### src/rtl/counter_sched.sv
// Two-channel event scheduler: queues single-cycle requests per channel and
// round-robins them onto a shared counter, with run/pause/clear sequencing.
module counter_sched #(
  parameter int PEND_W  = 3,
  parameter int CLR_CYC = 2
) (
  input  logic              Clk,
  input  logic              Reset,
  input  logic              Start,
  input  logic              Stop,
  input  logic              Clear,
  input  logic              Req0,
  input  logic              Req1,
  output logic              CntEn,
  output logic              CntSlt,
  output logic              CntReset,
  output logic [1:0]        State,
  output logic [PEND_W-1:0] Pend0,
  output logic [PEND_W-1:0] Pend1,
  output logic              Ovf0,
  output logic              Ovf1
);

  typedef enum logic [1:0] {
    IDLE  = 2'd0,
    RUN   = 2'd1,
    PAUSE = 2'd2,
    CLEAR = 2'd3
  } state_t;

  localparam int CW = (CLR_CYC > 1) ? $clog2(CLR_CYC) : 1;
  localparam logic [PEND_W-1:0] PEND_MAX = '1;
  localparam logic [CW-1:0]     CLR_LAST = CW'(CLR_CYC - 1);

  state_t            state, state_nxt;
  logic [CW-1:0]     clr_cnt, clr_cnt_nxt;
  logic              rr, rr_nxt;  // 0 = ch0 preferred when both pending
  logic [PEND_W-1:0] pend0_nxt, pend1_nxt;
  logic              ovf0_nxt, ovf1_nxt;
  logic              cnt_en_nxt, cnt_slt_nxt, cnt_reset_nxt;
  logic              grant0, grant1, accept;
  logic              req0_in, req1_in;

  always_comb begin
    state_nxt     = state;
    clr_cnt_nxt   = clr_cnt;
    rr_nxt        = rr;
    grant0        = 1'b0;
    grant1        = 1'b0;
    accept        = 1'b0;
    cnt_reset_nxt = 1'b0;
    pend0_nxt     = Pend0;
    pend1_nxt     = Pend1;
    ovf0_nxt      = Ovf0;
    ovf1_nxt      = Ovf1;
    req0_in       = 1'b0;
    req1_in       = 1'b0;

    case (state)
      IDLE: begin
        if (Clear)      state_nxt = CLEAR;
        else if (Start) state_nxt = RUN;
      end
      RUN: begin
        accept = 1'b1;
        if (Clear)     state_nxt = CLEAR;
        else if (Stop) state_nxt = PAUSE;
        else if ((|Pend0) && (|Pend1)) begin
          grant0 = ~rr;
          grant1 = rr;
          rr_nxt = ~rr;
        end else if (|Pend0) begin
          grant0 = 1'b1;
          rr_nxt = 1'b1;
        end else if (|Pend1) begin
          grant1 = 1'b1;
          rr_nxt = 1'b0;
        end
      end
      PAUSE: begin
        accept = 1'b1;
        if (Clear)      state_nxt = CLEAR;
        else if (Start) state_nxt = RUN;
      end
      default: begin
        if (clr_cnt == CLR_LAST) begin
          state_nxt = IDLE;
        end else begin
          clr_cnt_nxt   = clr_cnt + CW'(1);
          cnt_reset_nxt = 1'b1;
        end
      end
    endcase

    // The edge that samples Clear already starts the counter-clear pulse.
    if (state != CLEAR && state_nxt == CLEAR) begin
      clr_cnt_nxt   = '0;
      cnt_reset_nxt = 1'b1;
    end

    req0_in = accept & Req0;
    req1_in = accept & Req1;

    if (state_nxt == CLEAR) begin
      pend0_nxt = '0;
      pend1_nxt = '0;
      ovf0_nxt  = 1'b0;
      ovf1_nxt  = 1'b0;
    end else begin
      if (req0_in && !grant0) begin
        if (Pend0 == PEND_MAX) ovf0_nxt = 1'b1;
        else                   pend0_nxt = Pend0 + PEND_W'(1);
      end else if (!req0_in && grant0) begin
        pend0_nxt = Pend0 - PEND_W'(1);
      end
      if (req1_in && !grant1) begin
        if (Pend1 == PEND_MAX) ovf1_nxt = 1'b1;
        else                   pend1_nxt = Pend1 + PEND_W'(1);
      end else if (!req1_in && grant1) begin
        pend1_nxt = Pend1 - PEND_W'(1);
      end
    end

    cnt_en_nxt  = grant0 | grant1;
    cnt_slt_nxt = grant1;
  end

  always_ff @(posedge Clk) begin
    if (Reset) begin
      state    <= IDLE;
      clr_cnt  <= '0;
      rr       <= 1'b0;
      Pend0    <= '0;
      Pend1    <= '0;
      Ovf0     <= 1'b0;
      Ovf1     <= 1'b0;
      CntEn    <= 1'b0;
      CntSlt   <= 1'b0;
      CntReset <= 1'b0;
    end else begin
      state    <= state_nxt;
      clr_cnt  <= clr_cnt_nxt;
      rr       <= rr_nxt;
      Pend0    <= pend0_nxt;
      Pend1    <= pend1_nxt;
      Ovf0     <= ovf0_nxt;
      Ovf1     <= ovf1_nxt;
      CntEn    <= cnt_en_nxt;
      CntSlt   <= cnt_slt_nxt;
      CntReset <= cnt_reset_nxt;
    end
  end

  assign State = state;

endmodule

### config.mk
export PLATFORM = sky130hd
export DESIGN_NAME = counter_sched
export DESIGN_NICKNAME = d
export VERILOG_FILES = /design/src/rtl/counter_sched.sv
export SDC_FILE = /design/constraint.sdc
export NUM_CORES = 1
export LEC_CHECK = 0
export CAP_MARGIN = 20
export CORE_UTILIZATION = 49
export CTS_CLUSTER_SIZE = 25
export DETAILED_ROUTE_END_ITERATION = 7
export GPL_ROUTABILITY_DRIVEN = 0
export GPL_TIMING_DRIVEN = 0
export PLACE_DENSITY = 0.76
export SLEW_MARGIN = 20
export SYNTH_ARGS = -nofsm -noshare
export SYNTH_HDL_FRONTEND = slang
export SYNTH_SLANG_ARGS = --single-unit
### constraint.sdc
create_clock -name Clk -period 2.9 [get_ports Clk]
set_input_delay 0.435 -clock Clk [delete_from_list [all_inputs] [get_ports Clk]]
set_output_delay 0.435 -clock Clk [all_outputs]
set_load 0.05 [all_outputs]
Word-level counts from Yosys, hierarchy flattened
Index checks and enable logic that the tools add are counted.
- add/sub/neg operators: 5
- equal/unequal tests: 8
- mux-type cells: 31
- bitwise gates (word level): 6
- reduce and logical (&&, ||, !) cells: 26
- operator list (operator ; number):
    1-bit two-way mux ; 19
    3-bit two-way mux ; 6
    2-bit two-way mux ; 5
    3-bit OR reduction ; 3
    2-bit AND reduction ; 4
    2-bit OR reduction ; 4
    3-bit by 1-bit adder with 3-bit output (second input constant) ; 2
    3-bit equality test (second input constant) ; 2
    1-bit logical AND ; 6
    2-bit != test (second input constant) ; 3
    3-bit by 1-bit subtractor with 3-bit output (second input constant) ; 2
    2-bit equality test (second input constant) ; 2
    1-bit zero test ; 4
    2-bit case mux with 2 select lines ; 1
    4-bit AND reduction ; 1
    2-bit nonzero test ; 2
    1-bit inverter ; 3
    3-bit nonzero test ; 1
    1-bit AND ; 2
    2-bit by 1-bit equality test with 1-bit output (second input constant) ; 1
    2-bit zero test ; 1
    1-bit adder (second input constant) ; 1
    1-bit bitwise OR ; 1
- register bits after elaboration: 15
- logic and storage cells: 86

Depth between registers and ports, before layout
Gate-level depths: netlist of the first run.
- depth in word-level cells: 11
- mapped depth: 10
- depth with buffers taken out: 10

Worst setup path after synthesis of the first run
OpenSTA, ideal clock, no wires.
- kind: reg2reg
- from: reg state[1], in the netlist State[1]
- to: reg Pend1[2]
- arrival: 2.419 ns
- data required time: 2.785 ns
- path slack: 0.366 ns
- cell stages (with the launch flop): 11
- buffers on the path: 0
- cell sequence: dfxtp_1 inv_1 ha_1 nor3b_4 o211ai_4 nand3_1 fa_1 nand2b_1 mux2i_1 xor2_1 and2_1
- cells in the longest elaborated chain, start to end: 8
- elaborated cells between the ends (all ways): 24
- classes of those cells: 4 x eq/ne; 9 x mux; 1 x bitwise; 10 x reduce/logical
- RTL lines (element ; RTL line ; RTL):
    from (decl) ; 35 ; state_t state, state_nxt;
    from (signal assigned) ; 141 ; state <= state_nxt;
    2-bit equality test / 2-bit by 1-bit equality test with 1-bit output (equally long branches) ; 59 ; case (state)
    2-bit OR reduction (no line) ; - ;
    1-bit two-way mux ; 59 ;
    1-bit AND ; 102 ; req1_in = accept & Req1;
    1-bit zero test ; 119 ; end else if (!req1_in && grant1) begin
    1-bit logical AND ; 119 ;
    2-bit nonzero test (no line) ; - ;
    2-bit AND reduction (no line) ; - ;
    to (signal assigned) ; 145 ; Pend1 <= pend1_nxt;
    to (decl) ; 19 ; output logic [PEND_W-1:0] Pend1,
Parallel ways exist; a longest one is shown, timed or not.
A chain may end at the register's enable or synchronous reset.

Final worst setup path of the first run
- from: reg state[0], in the netlist State[0]
- to: reg Pend0[2]
- cells in the longest elaborated chain, start to end: 8
- elaborated cells between the ends (all ways): 24
- classes of those cells: 4 x eq/ne; 9 x mux; 1 x bitwise; 10 x reduce/logical
- RTL lines (element ; RTL line ; RTL):
    2-bit equality test / 2-bit by 1-bit equality test with 1-bit output (equally long branches) ; 59 ;
    2-bit OR reduction (no line) ; - ;
    1-bit two-way mux ; 59 ;
    1-bit AND ; 101 ; req0_in = accept & Req0;
    1-bit zero test ; 113 ; end else if (!req0_in && grant0) begin
    1-bit logical AND ; 113 ;
    2-bit nonzero test (no line) ; - ;
    2-bit AND reduction (no line) ; - ;
    to (signal assigned) ; 144 ; Pend0 <= pend0_nxt;
    to (decl) ; 18 ; output logic [PEND_W-1:0] Pend0,
Parallel ways exist; a longest one is shown, timed or not.

==> impl_metrics.toml, run 1 <==
[sta]
maxSlewViolCount = 0
finalSetupTns_ps = 0
worstMarginPinSlew_ps = 495
period_needed_ps = 2370
max_freq_mhz = 422
hold_violations = 0
grt_setup_unrepaired = "false"
whs_ps = 451
fin_skew_ps = 1.70
slew-limit-headroom_pct = 66.9
finalSetupViolCount = 0
fin_crit_sh_pct = 81.7

[pwr]
powerDensity_nw_per_um2 = 1080
power.leakage_nw = 0.455
power.share.sequential_pct = 27.8
sw_frac_of_total_pct = 48.8
p_int_mw = 0.647
peakVddDrop_v = 0.000727
comb_power_share_pct = 63.2
p_sw_mw = 0.617
pwr-share-clk_pct = 9.0

[grt]
antenna_found_initial = 0
grt_pass1_vias = 655
grt_overflow_total = 0
grt_pass1_wl_microns = 2770
track_usage_pct = 18.4
grt_max_degree = 9

[synth]
synth.net_count = 109
synth.most_common_cell = "dfxtp_1"
synth_commonest_cells = "dfxtp_1, nor2_1"
synth_top_area_cell = "dfxtp_1"
synthesis.area_sq_um = 927
synth.area.top_cells = "dfxtp_1, ha_1, fa_1"
synth_edf_count = 0
synth-seq-cells = 15
ys_seq_area_share_pct = 32.4
synth_ff_type = "dfxtp_1"
async_reset_ff_share_pct = 0
ys_types = 35
synth_cells = 95
synth.top_cell.area_share_pct = 32.4
ys_warn_count = 0
syn_area_per_cell_sq_um = 9.76

[detailed_routing]
ant_nets = 0
avgRoutedWirePerCell_microns = 11.8
viasPerCell = 5.34
vias = 758
first_iter_violations = 18
finalWirelength_microns = 1670
first_pass_iters = 4
drc = 0

[finish]
antenna_cells = 0
seqCellArea_sq_um = 300
layout-drive-gt1-share_pct = 11.1
multiInputGateArea_sq_um = 603
synthToLayoutAreaGrowth_pct = 25.6
nets = 132
post-route-util_pct = 66.7
final.fill_count = 154

[worst_hold_path]
hold_path_startpoint = "Reset"
whs_path_depth = 2
hold_end = "CntReset$_SDFF_PP0_"
hold_path.class = "primary input to flop"

[clock_network]
clkSlewWorstSetupHoldPaths_ps = 80
root_buffer = "clkbuf_4"
cts_resized = 0
cts_inserted_buffers = 3
post_cts.repair.setup_buffers = 0
hold_buffers = 0
clock_path_buffers = 2
htreeDepth = 1
clock_sinks = 15
cts_tree = "done"
clk_latency_ps = 270

[worst_setup_path]
crit_path_start = "State[0]$_SDFF_PP0_"
worst-path-max-fanout = 7
r2r-start = "State[0]$_SDFF_PP0_"
r2r_slack_ps = 530
critical_path_class = "flop to flop"
ff2ff_path_depth = 10
rr_endpoint = "Pend0[2]$_SDFFE_PP0P_"
cp-start-kind = "flop"
worst_ep_required_time_ps = 3070
critPathCaptureType = "flop"
cp_data_arrival_time_ps = 2540

[floorplan]
io_pins = 20
rows = 15
die_x_microns = 45.5
core_area_sq_um = 1750
start_util_pct = 53.1
die_h_microns = 45.5
die_area_sq_um = 2070

[placement]
hpwl_microns = 1330
io_buffers = 18

[run]
max_cap_violations = 0

[outcome]
status = "finished, final reports clean"
cells by family after synthesis:
family / count (synthesis) / synth area share, %
simple gates: 40 / 24.3
compound gates: 19 / 21.6
flops: 15 / 32.4
fa+ha+maj: 7 / 11.1
buf+inv: 6 / 2.56
xor+xnor: 5 / 4.72
mux: 3 / 3.37
registers in the layout (all words and copies together) (netlist names):
signal and flops:
State 2, clr_cnt 1, Pend1 3, CntEn 1, Ovf0 1, Ovf1 1, rr 1, CntSlt 1
Pend0 3, CntReset 1
power by group through the flow:
| stage | Combinational, mW | Sequential, mW | Clock [mW] |
|---|---|---|---|
| 5_1_grt | 0.865 | 0.367 | 0.125 |
| 6_report | 0.798 | 0.351 | 0.114 |
| 4_1_cts | 0.804 | 0.354 | 0.118 |
| 2_1_floorplan | 0.436 | 0.521 | 0 |
| 3_3_place_gp | 0.783 | 0.355 | 0 |
| 3_5_place_dp | 0.800 | 0.358 | 0 |
per-layer routing:
metal / routed length [microns] / share of wire, % / track usage (%) / vias up
li1: - / - / - / 381
met3: 81 / 4.8 / 2.38 / 0
met4: 0 / 0 / 5.45 / 0
met2: 802 / 48 / 30.0 / 17
met1: 789 / 47 / 25.2 / 360
met5: 0 / 0 / 0 / -
layout by cell type, fill, tap and decap left out, types with 4 or more instances in the layout:
cell type        Yosys  routed
a21oi_1              4       4
and2_1               5       5
clkdlybuf4s50_1      0      18
dfxtp_1             15      15
ha_1                 5       5
inv_1                5       5
nand2_1              5       5
nor2_1               9       9
nor2b_1              4       4
nor3_1               4       4
worst max path at each step:
stage / depth (start not counted) / slack (ps) / endpoint
6_report: 10 / 530 / Pend0[2]$_SDFFE_PP0P_
3_3_place_gp: 7 / 330 / Pend0[1]$_SDFFE_PP0P_
4_1_cts: 10 / 530 / Pend0[2]$_SDFFE_PP0P_
3_5_place_dp: 7 / 270 / Pend0[1]$_SDFFE_PP0P_
2_1_floorplan: 10 / 370 / Pend1[2]$_SDFFE_PP0P_
5_1_grt: 10 / 320 / Pend1[2]$_SDFFE_PP0P_
layout make-up:
cell class / instances / area share [%]
multi-input cells: 74 / 51.8
flip-flops and latches: 15 / 25.8
repair buffers: 18 / 15.5
well taps: 25 / 2.69
clock buffers: 4 / 2.26
inverters: 5 / 1.61
plain buffers: 1 / 0.430
critical path: stages, from the launching register on:
cell	delay, ps
dfxtp_1	460
inv_1	120
ha_1	390
nand2_1	130
a31oi_4	190
inv_1	90
fa_1	380
a21oi_1	130
a32oi_1	90
xnor2_1	140
and2_1	150
stage by stage:
| stage | worst slack, ps | cell area, sq um | power, mW | cells |
|---|---|---|---|---|
| after floorplan | 366 | 927 | 0.958 | 95 |
| after global placement | 332 | 1140 | 1.14 | 138 |
| after detailed placement | 271 | 1140 | 1.16 | 138 |
| after CTS | 530 | 1160 | 1.28 | 142 |
| after global routing | 324 | 1160 | 1.36 | 142 |
| final | 531 | 1160 | 1.26 | 142 |
Note: power is estimated with default switching activity, not from simulation.
==> inputs of run 2 (changes only) <==
CORE_UTILIZATION = 44   (was 49)
PLACE_DENSITY = 0.72   (was 0.76)
clock period = 2 ns   (was 2.9 ns; I/O delays follow)
==> run 2 against run 1 <==
Net effect:
- the flow now finishes with violations (negative setup slack)
- flip-flop and latch count stayed put
- clock power is 53% higher
- non-clock buffer count is 11 higher
- via count is 5.9% higher
- critical path type is now primary input to flop
==> impl_metrics.toml, run 2 (same netlist as run 1, synthesis figures left out) <==
[detailed_routing]
finalWirelength_microns = 1960
drc = 0
viasPerCell = 5.18
avgRoutedWirePerCell_microns = 12.7
ant_nets = 0
first_pass_iters = 4
first_iter_violations = 9
vias = 803

[sta]
setup_ws_ps = -39.6
finalSetupViolCount = 1
hold_violations = 0
period_needed_ps = 2040
fin_skew_ps = 5.84
max_freq_mhz = 490
worstMarginPinSlew_ps = 494
fin_crit_sh_pct = 102
maxSlewViolCount = 0
finalSetupTns_ps = -39.6
grt_setup_unrepaired = "true"
whs_ps = 292
slew-limit-headroom_pct = 67.0

[clock_network]
root_buffer = "clkbuf_4"
htreeDepth = 1
cts_tree = "done"
cts_inserted_buffers = 3
clk_latency_ps = 290
clock_path_buffers = 2
clkSlewWorstSetupHoldPaths_ps = 90
clock_sinks = 15
hold_buffers = 0

[worst_setup_path]
rr_endpoint = "Pend0[1]$_SDFFE_PP0P_"
cpPeakStageDelay_ps = 530
critPathTopFamily = "buffers and inverters"
r2r-start = "State[1]$_SDFF_PP0_"
ff2ff_path_depth = 8
cp-start-kind = "primary input"
critPathCaptureType = "flop"
path_cells = "clkdlybuf4s50_1 > nor3b_4 > a31oi_4 > inv_2 > fa_1 > mux2_4 > and2_1"
worst-path-max-fanout = 6
crit_buf_inv = 2
critical_path_class = "primary input to flop"
cp_data_arrival_time_ps = 2220
r2r_slack_ps = -20
worst_ep_required_time_ps = 2180
crit_path_top_delay_cell = "clkdlybuf4s50_1"

[floorplan]
die_area_sq_um = 2290
core_area_sq_um = 1960
rows = 16
die_x_microns = 47.9
io_pins = 20
start_util_pct = 47.3
die_h_microns = 47.9

[outcome]
violations = "negative setup slack"
status = "finished with violations"

[finish]
final_common_cell = "clkdlybuf4s50_1"
antenna_cells = 0
nets = 143
instances_no_fill = 155
final.fill_count = 177
synthToLayoutAreaGrowth_pct = 43.3
layout-drive-gt1-share_pct = 35.2
final_cell_mix = "clkdlybuf4s50_1, buf_4, nor2_1, dfxtp_1"

[run]
max_cap_violations = 0

[grt]
grt_overflow_total = 0
antenna_found_initial = 0
grt_max_degree = 10
grt_pass1_wl_microns = 3150
grt_pass1_vias = 729
track_usage_pct = 20.0

[pwr]
power.leakage_nw = 0.525
peakVddDrop_v = 0.000877
powerDensity_nw_per_um2 = 1630
power.total_mw = 2.17

[worst_hold_path]
hold_path.class = "primary input to flop"
hold_path_startpoint = "Reset"
hold_end = "State[0]$_SDFF_PP0_"
whs_path_depth = 2

[placement]
dp.cells = 140
io_buffers = 18
hpwl_microns = 1400
run 2: changes by cell type in the layout (fill, tap and decap cells not counted), moves of 2 or more:
cell	before	now
buf_4	0	11
dfxtp_1	15	7
dfxtp_2	0	5
dfxtp_4	0	3
ha_1	5	3
ha_4	0	2
inv_1	5	2
inv_4	0	2
run 2: worst max-delay path by stage:
stage | startpoint | to | slack [ps] | depth (start not counted)
after floorplan | State[0]$_SDFF_PP0_ | Pend0[1]$_SDFFE_PP0P_ | -80 | 7
after global placement | Clear | Pend0[1]$_SDFFE_PP0P_ | -390 | 7
after detailed placement | Clear | Pend0[1]$_SDFFE_PP0P_ | -400 | 7
after CTS | State[1]$_SDFF_PP0_ | Pend0[1]$_SDFFE_PP0P_ | -40 | 8
after global routing | State[1]$_SDFF_PP0_ | Pend0[1]$_SDFFE_PP0P_ | -120 | 8
final | Clear | Pend0[1]$_SDFFE_PP0P_ | -40 | 7
run 2: final cells by class:
| type | count | area [sq um] | share of cell area (%) |
|---|---|---|---|
| Tap cell | 27 | 33.8 | 2.54 |
| Buffer | 1 | 5.00 | 0.377 |
| Sequential cell | 15 | 318 | 23.9 |
| Clock buffer | 3 | 22.5 | 1.69 |
| Multi-Input combinational cell | 74 | 658 | 49.5 |
| Clock inverter | 1 | 5.00 | 0.377 |
| Inverter | 5 | 23.8 | 1.79 |
| Timing Repair Buffer | 29 | 263 | 19.8 |
run 2: what timing repair did:
item	4_1_cts	5_1_grt
gates resized for setup	1	2
buffers inserted	9	2
pin swaps	0	3
setup endpoints to repair	4	3
run 2: report_power, final:
part           switching, mW  internal, mW
clock                  0.100        0.0744
sequential             0.115         0.406
combinational          0.792         0.679
total                   1.01          1.16
run 2: through the flow:
step | setup slack, ps | util (%) | instance area, sq um
final | -39.6 | 67.7 | 1330
after global routing | -121 | 67.7 | 1330
after CTS | -36.7 | 66.4 | 1300
after detailed placement | -404 | 61.4 | 1200
after global placement | -389 | 61.4 | 1200
after floorplan | -81.1 | - | 991
run 2: per-layer routing:
| metal | track usage [%] | routed length (microns) | vias up |
|---|---|---|---|
| met5 | 0 | 0 | - |
| met4 | 1.67 | 0 | 0 |
| met3 | 7.92 | 89 | 0 |
| met2 | 32.4 | 958 | 15 |
| met1 | 26.1 | 916 | 380 |
| li1 | - | - | 408 |
==> inputs of run 3 (changes only) <==
ABC_AREA = 1   (was unset)
CORE_UTILIZATION = 45   (was 44)
CTS_BUF_LIST = sky130_fd_sc_hd__clkbuf_16   (was unset)
PLACE_DENSITY = 0.73   (was 0.72)
==> run 3 against run 2 <==
Net effect:
- the flow now finishes without violations
- synthesized cell count increased by 43%
- total power decreased by 1.3%
- die area increased by 0.77%
- final area increased by 0.28%
- critical path type is now flop to flop
- register-to-register slack improved by 140 ps
- wire length unchanged
- flip-flop and latch count unchanged
- setup slack improved by 160 ps
==> impl_metrics.toml, run 3 <==
[floorplan]
start_util_pct = 48.2
core_area_sq_um = 1980
die_h_microns = 48.1
rows = 16
die_x_microns = 48.1
die_area_sq_um = 2310
io_pins = 20

[sta]
period_needed_ps = 1880
finalSetupViolCount = 0
maxSlewViolCount = 0
grt_setup_unrepaired = "false"
fin_crit_sh_pct = 93.9
worstMarginPinSlew_ps = 509
fin_skew_ps = 1.98
max_freq_mhz = 533
slew-limit-headroom_pct = 66.0
setup_ws_ps = 123
hold_violations = 0

[synth]
syn_area_per_cell_sq_um = 7.03
ys_seq_area_share_pct = 31.4
synthesis.area_sq_um = 956
async_reset_ff_share_pct = 0
ys_warn_count = 0
synth.top_cell.area_share_pct = 31.4
ys_types = 20
synth_cells = 136
synth.most_common_cell = "nand2_1"
synth.area.top_cells = "dfxtp_1, nand2_1, inv_1"
synth_top_area_cell = "dfxtp_1"
synth-seq-cells = 15
synth_ff_type = "dfxtp_1"
synth.net_count = 150
synth_edf_count = 0
synth_commonest_cells = "nand2_1, inv_1, a21oi_1, dfxtp_1, nand3_1"

[pwr]
peakVddDrop_v = 0.000972
powerDensity_nw_per_um2 = 1600
sw_frac_of_total_pct = 48.4
comb_power_share_pct = 57.8
power.leakage_nw = 0.586
power.share.sequential_pct = 24.1
pwr-share-clk_pct = 18.1
p_int_mw = 1.10
p_sw_mw = 1.03

[placement]
hpwl_microns = 1490
dp.cells = 181
io_buffers = 18
pre_cts_ws_ps = -321

[worst_setup_path]
path_cells = "inv_2 > ha_2 > nand2_2 > buf_4 > a21oi_4 > a21oi_2 > inv_1 > fa_2 > inv_1 > nand4_1 > a21oi_1 > nor2_1"
cp_data_arrival_time_ps = 2010
crit_path_top_delay_cell = "dfxtp_4"
cp-start-kind = "flop"
critPathCaptureType = "flop"
critical_path_class = "flop to flop"
worst-path-max-fanout = 4
critPathTopFamily = "adder cells"
cp_common_cell = "inv_1"
crit_buf_inv = 4
worst_ep_required_time_ps = 2140
cpPeakStageDelay_ps = 350

[finish]
final_common_cell = "nand2_1"
final.fill_count = 173
instances_no_fill = 188
final_cell_mix = "nand2_1, inv_1, clkdlybuf4s50_1, a21oi_1, nand3_1"
nets = 176
layout-drive-gt1-share_pct = 26.1
antenna_cells = 0
synthToLayoutAreaGrowth_pct = 39.4

[detailed_routing]
first_iter_violations = 21
drc = 0
viasPerCell = 4.90
vias = 921
ant_nets = 0
avgRoutedWirePerCell_microns = 10.4
finalWirelength_microns = 1960
first_pass_iters = 4

[worst_hold_path]
hold_path.class = "primary input to flop"

[grt]
grt_pass1_wl_microns = 3080
track_usage_pct = 19.4
antenna_found_initial = 0
grt_max_degree = 10
grt_overflow_total = 0
grt_pass1_vias = 804

[clock_network]
clock_path_buffers = 2
hold_buffers = 0
root_buffer = "clkbuf_16"
clk_latency_ps = 240
cts_tree = "done"
clkSlewWorstSetupHoldPaths_ps = 50
cts_inserted_buffers = 3
clock_sinks = 15
htreeDepth = 1

[outcome]
status = "finished, final reports clean"

[run]
max_cap_violations = 0
-- run 3: cell count changes after synthesis, sizes merged, moves of 3 or more --
| cell | delta |
|---|---|
| nor2b | -4 |
| a21oi | +12 |
| or3 | -4 |
| inv | +21 |
| nor3 | -4 |
| nand2 | +31 |
| xnor2 | -3 |
| nor2 | +4 |
| nand3 | +13 |
| and2 | -5 |
-- run 3: final cells by class --
cell class / instances / area [sq um] / area share (%)
Timing Repair Buffer: 21 / 204 / 15.3
Tap cell: 27 / 33.8 / 2.54
Multi-Input combinational cell: 93 / 589 / 44.2
Sequential cell: 15 / 315 / 23.7
Inverter: 27 / 106 / 7.98
Buffer: 1 / 3.75 / 0.282
Clock buffer: 3 / 75.1 / 5.63
Clock inverter: 1 / 5.00 / 0.376
-- run 3: repair_timing --
action | 4_1_cts | 5_1_grt
hold endpoints to repair | 0 | 0
pin swaps | 2 | 3
setup buffers | 2 | 1
endpoints found under the setup margin | 2 | 3
gates resized for setup | 4 | 8
-- run 3: metal layers --
layer | vias up | wire, microns | part of all wire, % | GRT usage, %
li1 | 479 | - | - | -
met1 | 413 | 807 | 41 | 22.2
met2 | 25 | 1050 | 53 | 34.3
met3 | 4 | 85 | 4.3 | 5.56
met4 | 0 | 23 | 1.2 | 6.67
met5 | - | 0 | 0 | 0
-- run 3: cells by family (layout without fill, tap and decap cells) --
group           count (synthesis)  after routing  share of synthesized area (%)
flops                          15             15                           31.4
simple gates                   69             69                           36.8
fa+ha+maj                       7              7                           10.7
buf+inv                        28             53                           11.5
compound gates                 17             17                           9.56
-- run 3: power by group through the flow --
stage / Clock, mW / Sequential [mW] / Combinational (mW)
after floorplan: 0 / 0.781 / 0.582
after global placement: 0 / 0.525 / 1.10
after detailed placement: 0 / 0.531 / 1.12
after CTS: 0.394 / 0.513 / 1.17
after global routing: 0.406 / 0.530 / 1.38
final: 0.388 / 0.516 / 1.24
-- run 3: path summary, 6_finish.rpt --
check                           start                     to  slack [ps]  cells past startpoint
setup / recovery  State[1]$_SDFF_PP0_  Pend1[2]$_SDFFE_PP0P_         120                     12
hold / removal                  Reset      CntSlt$_SDFF_PP0_         390                      2
hold reg to reg     Ovf0$_SDFFE_PP0P_      Ovf0$_SDFFE_PP0P_         450                      2
setup reg to reg  State[1]$_SDFF_PP0_  Pend1[2]$_SDFFE_PP0P_         120                     12
-- run 3: through the flow --
stage          utilization [%]  setup TNS (ps)  hold WS [ps]  total power, mW  instance area (sq um)
2_1_floorplan                -           -32.8           463             1.36                    971
3_3_place_gp              59.8            -580           439             1.63                   1180
3_5_place_dp              59.8            -775           442             1.65                   1180
4_1_cts                   65.0               0           389             2.08                   1290
5_1_grt                   67.2               0           438             2.31                   1330
6_report                  67.2               0           390             2.14                   1330
